$ cat src/rtl/adma_pkg.sv
// Shared constants for the ADMA data mover: one-hot FSM states and byte-lane helpers.
package adma_pkg;

  localparam int DATA_W_DEF = 32;
  localparam int BYTES      = DATA_W_DEF / 8;
  localparam int BE_W       = BYTES;

  typedef enum logic [6:0] {
    S_IDLE       = 7'b000_0001,
    S_FIFO_RAM   = 7'b000_0010,
    S_RAM_FIFO   = 7'b000_0100,
    S_WAIT_READ  = 7'b000_1000,
    S_WAIT_WRITE = 7'b001_0000,
    S_DONE       = 7'b010_0000,
    S_ERROR      = 7'b100_0000
  } state_t;

  function automatic int bytes_of(input int data_w);
    return data_w / 8;
  endfunction

endpackage

$ cat src/rtl/adma_xfer_engine_if.sv
// Signal bundle between the transfer engine, the system-RAM port, the SD data FIFO and the descriptor FSM.
// master = engine side; slave = everything around it.
interface adma_xfer_engine_if
  import adma_pkg::*;
#(
  parameter int DATA_W = DATA_W_DEF,
  parameter int ADDR_W = 64,
  parameter int LEN_W  = 16
);

  logic                  start;
  logic                  direction;
  logic                  abort;
  logic [ADDR_W-1:0]     address_init;
  logic [LEN_W-1:0]      length;
  logic                  ram_read;
  logic                  ram_write;
  logic [ADDR_W-1:0]     ram_address;
  logic [DATA_W/8-1:0]   ram_be;
  logic [DATA_W-1:0]     data_from_ram;
  logic [DATA_W-1:0]     data_to_ram;
  logic                  fifo_read;
  logic                  fifo_write;
  logic [DATA_W-1:0]     data_from_fifo;
  logic [DATA_W-1:0]     data_to_fifo;
  logic                  fifo_empty;
  logic                  fifo_full;
  logic                  busy;
  logic                  TFC;
  logic                  err;

  modport master (
    input  start, direction, abort, address_init, length,
    input  data_from_ram, data_from_fifo, fifo_empty, fifo_full,
    output ram_read, ram_write, ram_address, ram_be, data_to_ram,
    output fifo_read, fifo_write, data_to_fifo, busy, TFC, err
  );

  modport slave (
    output start, direction, abort, address_init, length,
    output data_from_ram, data_from_fifo, fifo_empty, fifo_full,
    input  ram_read, ram_write, ram_address, ram_be, data_to_ram,
    input  fifo_read, fifo_write, data_to_fifo, busy, TFC, err
  );

endinterface

$ cat src/rtl/adma_len_calc.sv
// Converts a descriptor byte length (0 = 2^LEN_W) into a word count and the final word's byte enables.
// Purely combinational; no handshake.
module adma_len_calc
  import adma_pkg::*;
#(
  parameter int DATA_W = DATA_W_DEF,
  parameter int LEN_W  = 16
) (
  input  logic [LEN_W-1:0]    length,
  output logic [LEN_W:0]      words,
  output logic [DATA_W/8-1:0] last_be
);

  localparam int NB = bytes_of(DATA_W);
  localparam int SH = $clog2(NB);

  logic [LEN_W:0] len_bytes;

  // The extra top bit turns a zero length into the full 2^LEN_W byte count.
  assign len_bytes = {(length == '0), length};

  generate
    if (SH == 0) begin : g_byte_lanes
      assign words   = len_bytes;
      assign last_be = '1;
    end else begin : g_multi_lanes
      logic [SH-1:0] rem;
      assign rem   = len_bytes[SH-1:0];
      assign words = (len_bytes >> SH) + {{LEN_W{1'b0}}, (rem != '0)};

      always_comb begin
        last_be = '0;
        for (int i = 0; i < NB; i++) begin
          last_be[i] = (rem == '0) || (i < int'(rem));
        end
      end
    end
  endgenerate

endmodule

$ cat src/rtl/adma_xfer_engine.sv
// Moves one descriptor's worth of words between system RAM and the SD data FIFO, one word per cycle.
// Stalls in a wait state on FIFO empty/full; times out to err, abort drops strobes in the same cycle.
module adma_xfer_engine
  import adma_pkg::*;
#(
  parameter int DATA_W         = DATA_W_DEF,
  parameter int ADDR_W         = 64,
  parameter int LEN_W          = 16,
  parameter int TIMEOUT_CYCLES = 1024
) (
  input logic                CLK,
  input logic                RESET,
  adma_xfer_engine_if.master bus
);

  localparam int NB   = bytes_of(DATA_W);
  localparam int ST_W = $clog2(TIMEOUT_CYCLES + 1);

  localparam logic [LEN_W:0]  WL_ONE     = (LEN_W+1)'(1);
  localparam logic [ST_W-1:0] ST_ONE     = ST_W'(1);
  localparam logic [ST_W-1:0] STALL_LAST = ST_W'(TIMEOUT_CYCLES - 1);

  state_t              state;
  state_t              state_nxt;
  logic [ADDR_W-1:0]   addr;
  logic [LEN_W:0]      words_left;
  logic [NB-1:0]       last_be;
  logic [ST_W-1:0]     stall_cnt;
  logic [LEN_W:0]      len_words;
  logic [NB-1:0]       len_last_be;
  logic                xfer;
  logic                last_word;

  adma_len_calc #(
    .DATA_W (DATA_W),
    .LEN_W  (LEN_W)
  ) u_len_calc (
    .length  (bus.length),
    .words   (len_words),
    .last_be (len_last_be)
  );

  assign last_word       = (words_left == WL_ONE);
  assign bus.ram_address = addr;

  always_comb begin
    state_nxt          = state;
    xfer               = 1'b0;
    bus.ram_read       = 1'b0;
    bus.ram_write      = 1'b0;
    bus.fifo_read      = 1'b0;
    bus.fifo_write     = 1'b0;
    bus.ram_be         = '0;
    bus.data_to_ram    = '0;
    bus.data_to_fifo   = '0;
    bus.busy           = (state != S_IDLE);
    bus.TFC            = 1'b0;
    bus.err            = 1'b0;

    case (state)
      S_IDLE: begin
        if (bus.start) begin
          state_nxt = bus.direction ? S_RAM_FIFO : S_FIFO_RAM;
        end
      end
      S_FIFO_RAM: begin
        if (bus.fifo_empty) begin
          state_nxt = S_WAIT_READ;
        end else begin
          xfer            = 1'b1;
          bus.fifo_read   = 1'b1;
          bus.ram_write   = 1'b1;
          bus.data_to_ram = bus.data_from_fifo;
          bus.ram_be      = last_word ? last_be : '1;
          if (last_word) state_nxt = S_DONE;
        end
      end
      S_RAM_FIFO: begin
        if (bus.fifo_full) begin
          state_nxt = S_WAIT_WRITE;
        end else begin
          xfer             = 1'b1;
          bus.ram_read     = 1'b1;
          bus.fifo_write   = 1'b1;
          bus.data_to_fifo = bus.data_from_ram;
          if (last_word) state_nxt = S_DONE;
        end
      end
      S_WAIT_READ: begin
        if (!bus.fifo_empty)              state_nxt = S_FIFO_RAM;
        else if (stall_cnt == STALL_LAST) state_nxt = S_ERROR;
      end
      S_WAIT_WRITE: begin
        if (!bus.fifo_full)               state_nxt = S_RAM_FIFO;
        else if (stall_cnt == STALL_LAST) state_nxt = S_ERROR;
      end
      S_DONE: begin
        bus.TFC   = 1'b1;
        state_nxt = S_IDLE;
      end
      S_ERROR: begin
        bus.err   = 1'b1;
        state_nxt = S_IDLE;
      end
      default: state_nxt = S_IDLE;
    endcase

    // Abort beats everything, including the final word and the DONE/ERROR pulse.
    if (bus.abort && (state != S_IDLE)) begin
      state_nxt        = S_IDLE;
      xfer             = 1'b0;
      bus.ram_read     = 1'b0;
      bus.ram_write    = 1'b0;
      bus.fifo_read    = 1'b0;
      bus.fifo_write   = 1'b0;
      bus.ram_be       = '0;
      bus.data_to_ram  = '0;
      bus.data_to_fifo = '0;
      bus.TFC          = 1'b0;
      bus.err          = 1'b0;
    end
  end

  always_ff @(posedge CLK or posedge RESET) begin
    if (RESET) begin
      state      <= S_IDLE;
      addr       <= '0;
      words_left <= '0;
      last_be    <= '0;
      stall_cnt  <= '0;
    end else begin
      state <= state_nxt;
      if ((state == S_IDLE) && bus.start) begin
        addr       <= bus.address_init & ~ADDR_W'(NB - 1);
        words_left <= len_words;
        last_be    <= len_last_be;
      end else if (xfer) begin
        addr       <= addr + ADDR_W'(NB);
        words_left <= words_left - WL_ONE;
      end
      // Any non-wait cycle clears the count, so each stall episode starts from zero.
      stall_cnt <= ((state == S_WAIT_READ) || (state == S_WAIT_WRITE)) ? stall_cnt + ST_ONE : '0;
    end
  end

endmodule

$ cat src/flat_wrapper.sv
// flat-port wrapper written by rule: the top's interface ports become plain ports
module adma_xfer_engine_flat import adma_pkg::*;
#(
  parameter int DATA_W         = DATA_W_DEF,
  parameter int ADDR_W         = 64,
  parameter int LEN_W          = 16,
  parameter int TIMEOUT_CYCLES = 1024
)
  (CLK, RESET, bus_start, bus_direction, bus_abort, bus_address_init, bus_length, bus_data_from_ram, bus_data_from_fifo, bus_fifo_empty, bus_fifo_full, bus_ram_read, bus_ram_write, bus_ram_address, bus_ram_be, bus_data_to_ram, bus_fifo_read, bus_fifo_write, bus_data_to_fifo, bus_busy, bus_TFC, bus_err);
  adma_xfer_engine_if #(.DATA_W(DATA_W), .ADDR_W(ADDR_W), .LEN_W(LEN_W)) bus_i ();
  input logic CLK;
  input logic RESET;
  input wire logic [$bits(bus_i.start)-1:0] bus_start;
  input wire logic [$bits(bus_i.direction)-1:0] bus_direction;
  input wire logic [$bits(bus_i.abort)-1:0] bus_abort;
  input wire logic [$bits(bus_i.address_init)-1:0] bus_address_init;
  input wire logic [$bits(bus_i.length)-1:0] bus_length;
  input wire logic [$bits(bus_i.data_from_ram)-1:0] bus_data_from_ram;
  input wire logic [$bits(bus_i.data_from_fifo)-1:0] bus_data_from_fifo;
  input wire logic [$bits(bus_i.fifo_empty)-1:0] bus_fifo_empty;
  input wire logic [$bits(bus_i.fifo_full)-1:0] bus_fifo_full;
  output wire logic [$bits(bus_i.ram_read)-1:0] bus_ram_read;
  output wire logic [$bits(bus_i.ram_write)-1:0] bus_ram_write;
  output wire logic [$bits(bus_i.ram_address)-1:0] bus_ram_address;
  output wire logic [$bits(bus_i.ram_be)-1:0] bus_ram_be;
  output wire logic [$bits(bus_i.data_to_ram)-1:0] bus_data_to_ram;
  output wire logic [$bits(bus_i.fifo_read)-1:0] bus_fifo_read;
  output wire logic [$bits(bus_i.fifo_write)-1:0] bus_fifo_write;
  output wire logic [$bits(bus_i.data_to_fifo)-1:0] bus_data_to_fifo;
  output wire logic [$bits(bus_i.busy)-1:0] bus_busy;
  output wire logic [$bits(bus_i.TFC)-1:0] bus_TFC;
  output wire logic [$bits(bus_i.err)-1:0] bus_err;
  assign bus_i.start = bus_start;
  assign bus_i.direction = bus_direction;
  assign bus_i.abort = bus_abort;
  assign bus_i.address_init = bus_address_init;
  assign bus_i.length = bus_length;
  assign bus_i.data_from_ram = bus_data_from_ram;
  assign bus_i.data_from_fifo = bus_data_from_fifo;
  assign bus_i.fifo_empty = bus_fifo_empty;
  assign bus_i.fifo_full = bus_fifo_full;
  assign bus_ram_read = bus_i.ram_read;
  assign bus_ram_write = bus_i.ram_write;
  assign bus_ram_address = bus_i.ram_address;
  assign bus_ram_be = bus_i.ram_be;
  assign bus_data_to_ram = bus_i.data_to_ram;
  assign bus_fifo_read = bus_i.fifo_read;
  assign bus_fifo_write = bus_i.fifo_write;
  assign bus_data_to_fifo = bus_i.data_to_fifo;
  assign bus_busy = bus_i.busy;
  assign bus_TFC = bus_i.TFC;
  assign bus_err = bus_i.err;
  adma_xfer_engine #(.DATA_W(DATA_W), .ADDR_W(ADDR_W), .LEN_W(LEN_W), .TIMEOUT_CYCLES(TIMEOUT_CYCLES)) u_core (.CLK(CLK), .RESET(RESET), .bus(bus_i));
endmodule
$ cat config.mk
export PLATFORM = sky130hd
export DESIGN_NAME = adma_xfer_engine_flat
export DESIGN_NICKNAME = d
export VERILOG_FILES = /design/src/rtl/adma_pkg.sv /design/src/rtl/adma_xfer_engine_if.sv /design/src/rtl/adma_len_calc.sv /design/src/rtl/adma_xfer_engine.sv /design/src/flat_wrapper.sv
export SDC_FILE = /design/constraint.sdc
export NUM_CORES = 1
export LEC_CHECK = 0
export CELL_PAD_IN_SITES_DETAIL_PLACEMENT = 1
export CELL_PAD_IN_SITES_GLOBAL_PLACEMENT = 1
export CORE_UTILIZATION = 33
export DETAILED_ROUTE_END_ITERATION = 6
export PLACE_DENSITY = 0.95
export SLEW_MARGIN = 20
export SYNTH_ARGS = -nofsm -noshare
export SYNTH_HDL_FRONTEND = slang
export SYNTH_SLANG_ARGS = --single-unit
export TNS_END_PERCENT = 5
$ cat constraint.sdc
create_clock -name CLK -period 8.25 [get_ports CLK]
set_input_delay 1.65 -clock CLK [delete_from_list [all_inputs] [get_ports CLK]]
set_output_delay 1.65 -clock CLK [all_outputs]
set_load 0.03 [all_outputs]
==> results by group <==
Power
  – Peak VDD IR: 0.172 mV
  – Leakage: 3.69 nW
  – Cell Pwr Density: between 200 and 300 nW/um^2
  – Power Total: ~2.9 mW

Yosys
  – Top-count cell post-synth: dfrtp_1
  – Netlist Area Pre-Place: 6650 sq um
  – Yosys reg bits: roughly 100
  – Post-synth EDFFs: 0
  – Cell taking the most area after synthesis: dfrtp_1
  – Synth top area share: between 30% and 40%
  – Largest cells by area after synthesis: dfrtp_1 (38%), xnor2_1 (6.4%), and2_1 (6.2%), nand2_1 (4.3%), nor2_1 (3.9%)
  – Most frequent cells after synthesis: dfrtp_1 (100), nand2_1 (76), nor2_1 (69)
  – Yosys warning total: 0
  – Post-synth ARST share: between 90% and 100%
  – Mapped Avg Cell Area: about 8.3 sq um
  – Syn Inst Count: about 800
  – Ys flop type: dfrtp_1
  – Seq/Total Area, Yosys: between 30% and 40%
  – Yosys cell types: 57

Timing
  – Fmax: 177 MHz
  – Relative slew slack: between 30% and 40%
  – Setup TNS: 0 ps
  – Pins Over Slew Limit: 0
  – Worst-margin pin slew: between 900 and 1000 ps
  – Final Critical Period: approximately 5600 ps
  – Final period util: 68.5%
  – Final setup fails: 0
  – Fin worst setup slack: ~2600 ps
  – Final Hold Fails: 0
  – RSZ-0062 raised after global routing: false
  – Final Hold Slack: between 400 and 500 ps
  – Skew final: 10.8 ps

Critical path
  – Worst Path Arrival: roughly 4000 ps
  – Crit path launch type: primary input
  – Crit-path max FO: 5
  – Setup CP Type: primary input to output port
  – WP data required: approximately 6600 ps
  – CP Capture Type: output port

Final layout
  – Multi-input logic area: about 3800 sq um
  – Fin cells: about 1300
  – Finished Cell Area: between 10000 and 15000 sq um
  – Fillers: between 2000 and 2500
  – Share of cells above drive strength 1: about 4.3%
  – Sequential cell area: about 2500 sq um
  – Nets: between 1000 and 1500
  – Core Util, Final: 51.4%
  – Area growth, synth to finish: 51.3%

Clock network
  – Clock buffer depth: 2
  – Hold_buf cts: 0
  – CTS clk-pin slew, worst paths: about 80 ps
  – PostCTS Resize Cnt: 0
  – Clock Sinks: between 100 and 150
  – TritonCTS clock tree: done
  – CTS buffer count: 9
  – Worst skew pair latency: approximately 350 ps
  – Root Buffer: clkbuf_16
  – Clock H-tree levels: 3
  – Setup Buffers After CTS: 0

Global route
  – GRT Util Overall: a little over a quarter
  – Met3 usage: about 3.5%
  – First-pass GRT wire length: between 40000 and 50000 um
  – Initial antenna violation count: 4
  – Grt met2 use: 49.6%
  – Number of global-route vias before repair: about 7500
  – Met1 Resource Use GR: 27.1%
  – Overflow left after global routing: 0
  – Largest net degree at the start of global routing: 84
  – Most Used Layer, Global Route: met2

Die
  – Horiz. Die Dim: roughly 140 um
  – Chip height: between 100 and 150 um
  – Top Ports: a little under 300
  – FP Rows: between 50 and 60
  – Die Area: a little over 20000 sq um
  – Core area: between 15000 and 20000 sq um
  – Initial core utilization: around 34%

Outcome
  – Status: finished, final reports clean

Route
  – # DRC: 0
  – Wire per inst: ~20 um
  – Post-route ant nets: 0
  – Initial DRT Pass Iterations: 4
  – Total wire length: 27100 um
  – Via count: between 7000 and 8000
  – Vias per cell: between 5 and 6
  – Iteration-0 DRC Markers: approximately 330

Placed design
  – Placed Instance Area: around 9700 sq um
  – PortBufs: roughly 290
  – Setup WS pre-CTS: 2550 ps
  – Inst Count DP: 1310
  – HPWL Detailed: roughly 21000 um
  – Placer Congestion: 0.883

Run
  – Max-cap violations: 0

Worst hold path
  – Hold Crit Class: flip-flop to flip-flop
-- worst paths after layout --
kind / cells after the start / end / slack [ps] / start
worst min-delay path: 1 / u_core.last_be[0] / 490 / u_core.last_be[0]
min in group asynchronous: 2 / u_core.last_be[0] / 1770 / RESET
max in group asynchronous: 3 / u_core.words_left[6] / 5350 / RESET
worst max register to register: 6 / u_core.bus.ram_address[45] / 5120 / u_core.state[1]
worst max-delay path: 4 / bus_TFC / 2600 / bus_abort
worst min register to register: 1 / u_core.last_be[0] / 490 / u_core.last_be[0]
-- metal layers --
metal | wire, um | up-vias
met5 | 13 | -
met1 | 9830 | 3555
li1 | - | 3393
met2 | 14400 | 269
met4 | 1310 | 2
met3 | 1560 | 63
-- critical path, cell delays in order --
cell and delay, ps:
clkdlybuf4s50_1 560, or4_1 560, nor3_1 440, clkdlybuf4s50_1 790
-- flip-flops by register name, indices dropped and copies added, names as in the netlist --
name	flops
u_core.bus.ram_address	62
u_core.state	7
u_core.stall_cnt	11
u_core.last_be	4
u_core.words_left	17
-- cell families (layout without fill, tap and decap cells) --
group / count (synthesis) / in the layout / share of synthesized area (%)
AOI/OAI and AO/OA: 134 / 134 / 12.6
xor gates and xnor gates: 60 / 60 / 7.90
adders and majority gates: 8 / 8 / 1.50
buffers and inverters: 74 / 336 / 4.55
DFF: 101 / 101 / 38.0
muxes: 8 / 8 / 1.22
other: 1 / 5 / 0.0564
and+or+nand+nor: 412 / 412 / 34.1
-- layout by cell type, fill, tap and decap left out, types with 4 or more instances in the layout --
cell type,n
or2_2,5
nor2_1,69
clkbuf_16,9
o21a_1,4
and4_1,12
mux2i_1,7
o211ai_1,4
a21oi_1,9
clkdlybuf4s50_1,285
o21ai_0,51
xnor2_1,49
ha_1,8
nand3_1,29
inv_1,24
buf_4,10
nor3_1,27
nand2_1,76
o31ai_1,15
o41ai_1,4
and2_1,66
or3_1,23
or4_1,23
xor2_1,11
a31oi_1,32
nand4_1,28
dfrtp_1,100
nor4_1,23
and3_1,6
-- layout make-up --
type,count,area share [%]
inverters,25,0.957
flip-flops and latches,101,25.1
multi-input cells,624,38.2
diodes,3,0.0746
clock buffers,12,2.55
well taps,265,3.29
clock inverters,4,0.696
repair buffers,295,29.1
-- power breakdown --
part	switching, mW	internal, mW	leakage, nW	total (mW)
Clock	0.199	0.282	0.163	0.481
Combinational	0.837	0.584	2.30	1.42
Sequential	0.277	0.693	1.22	0.970
(Power assumes the default switching activity.)
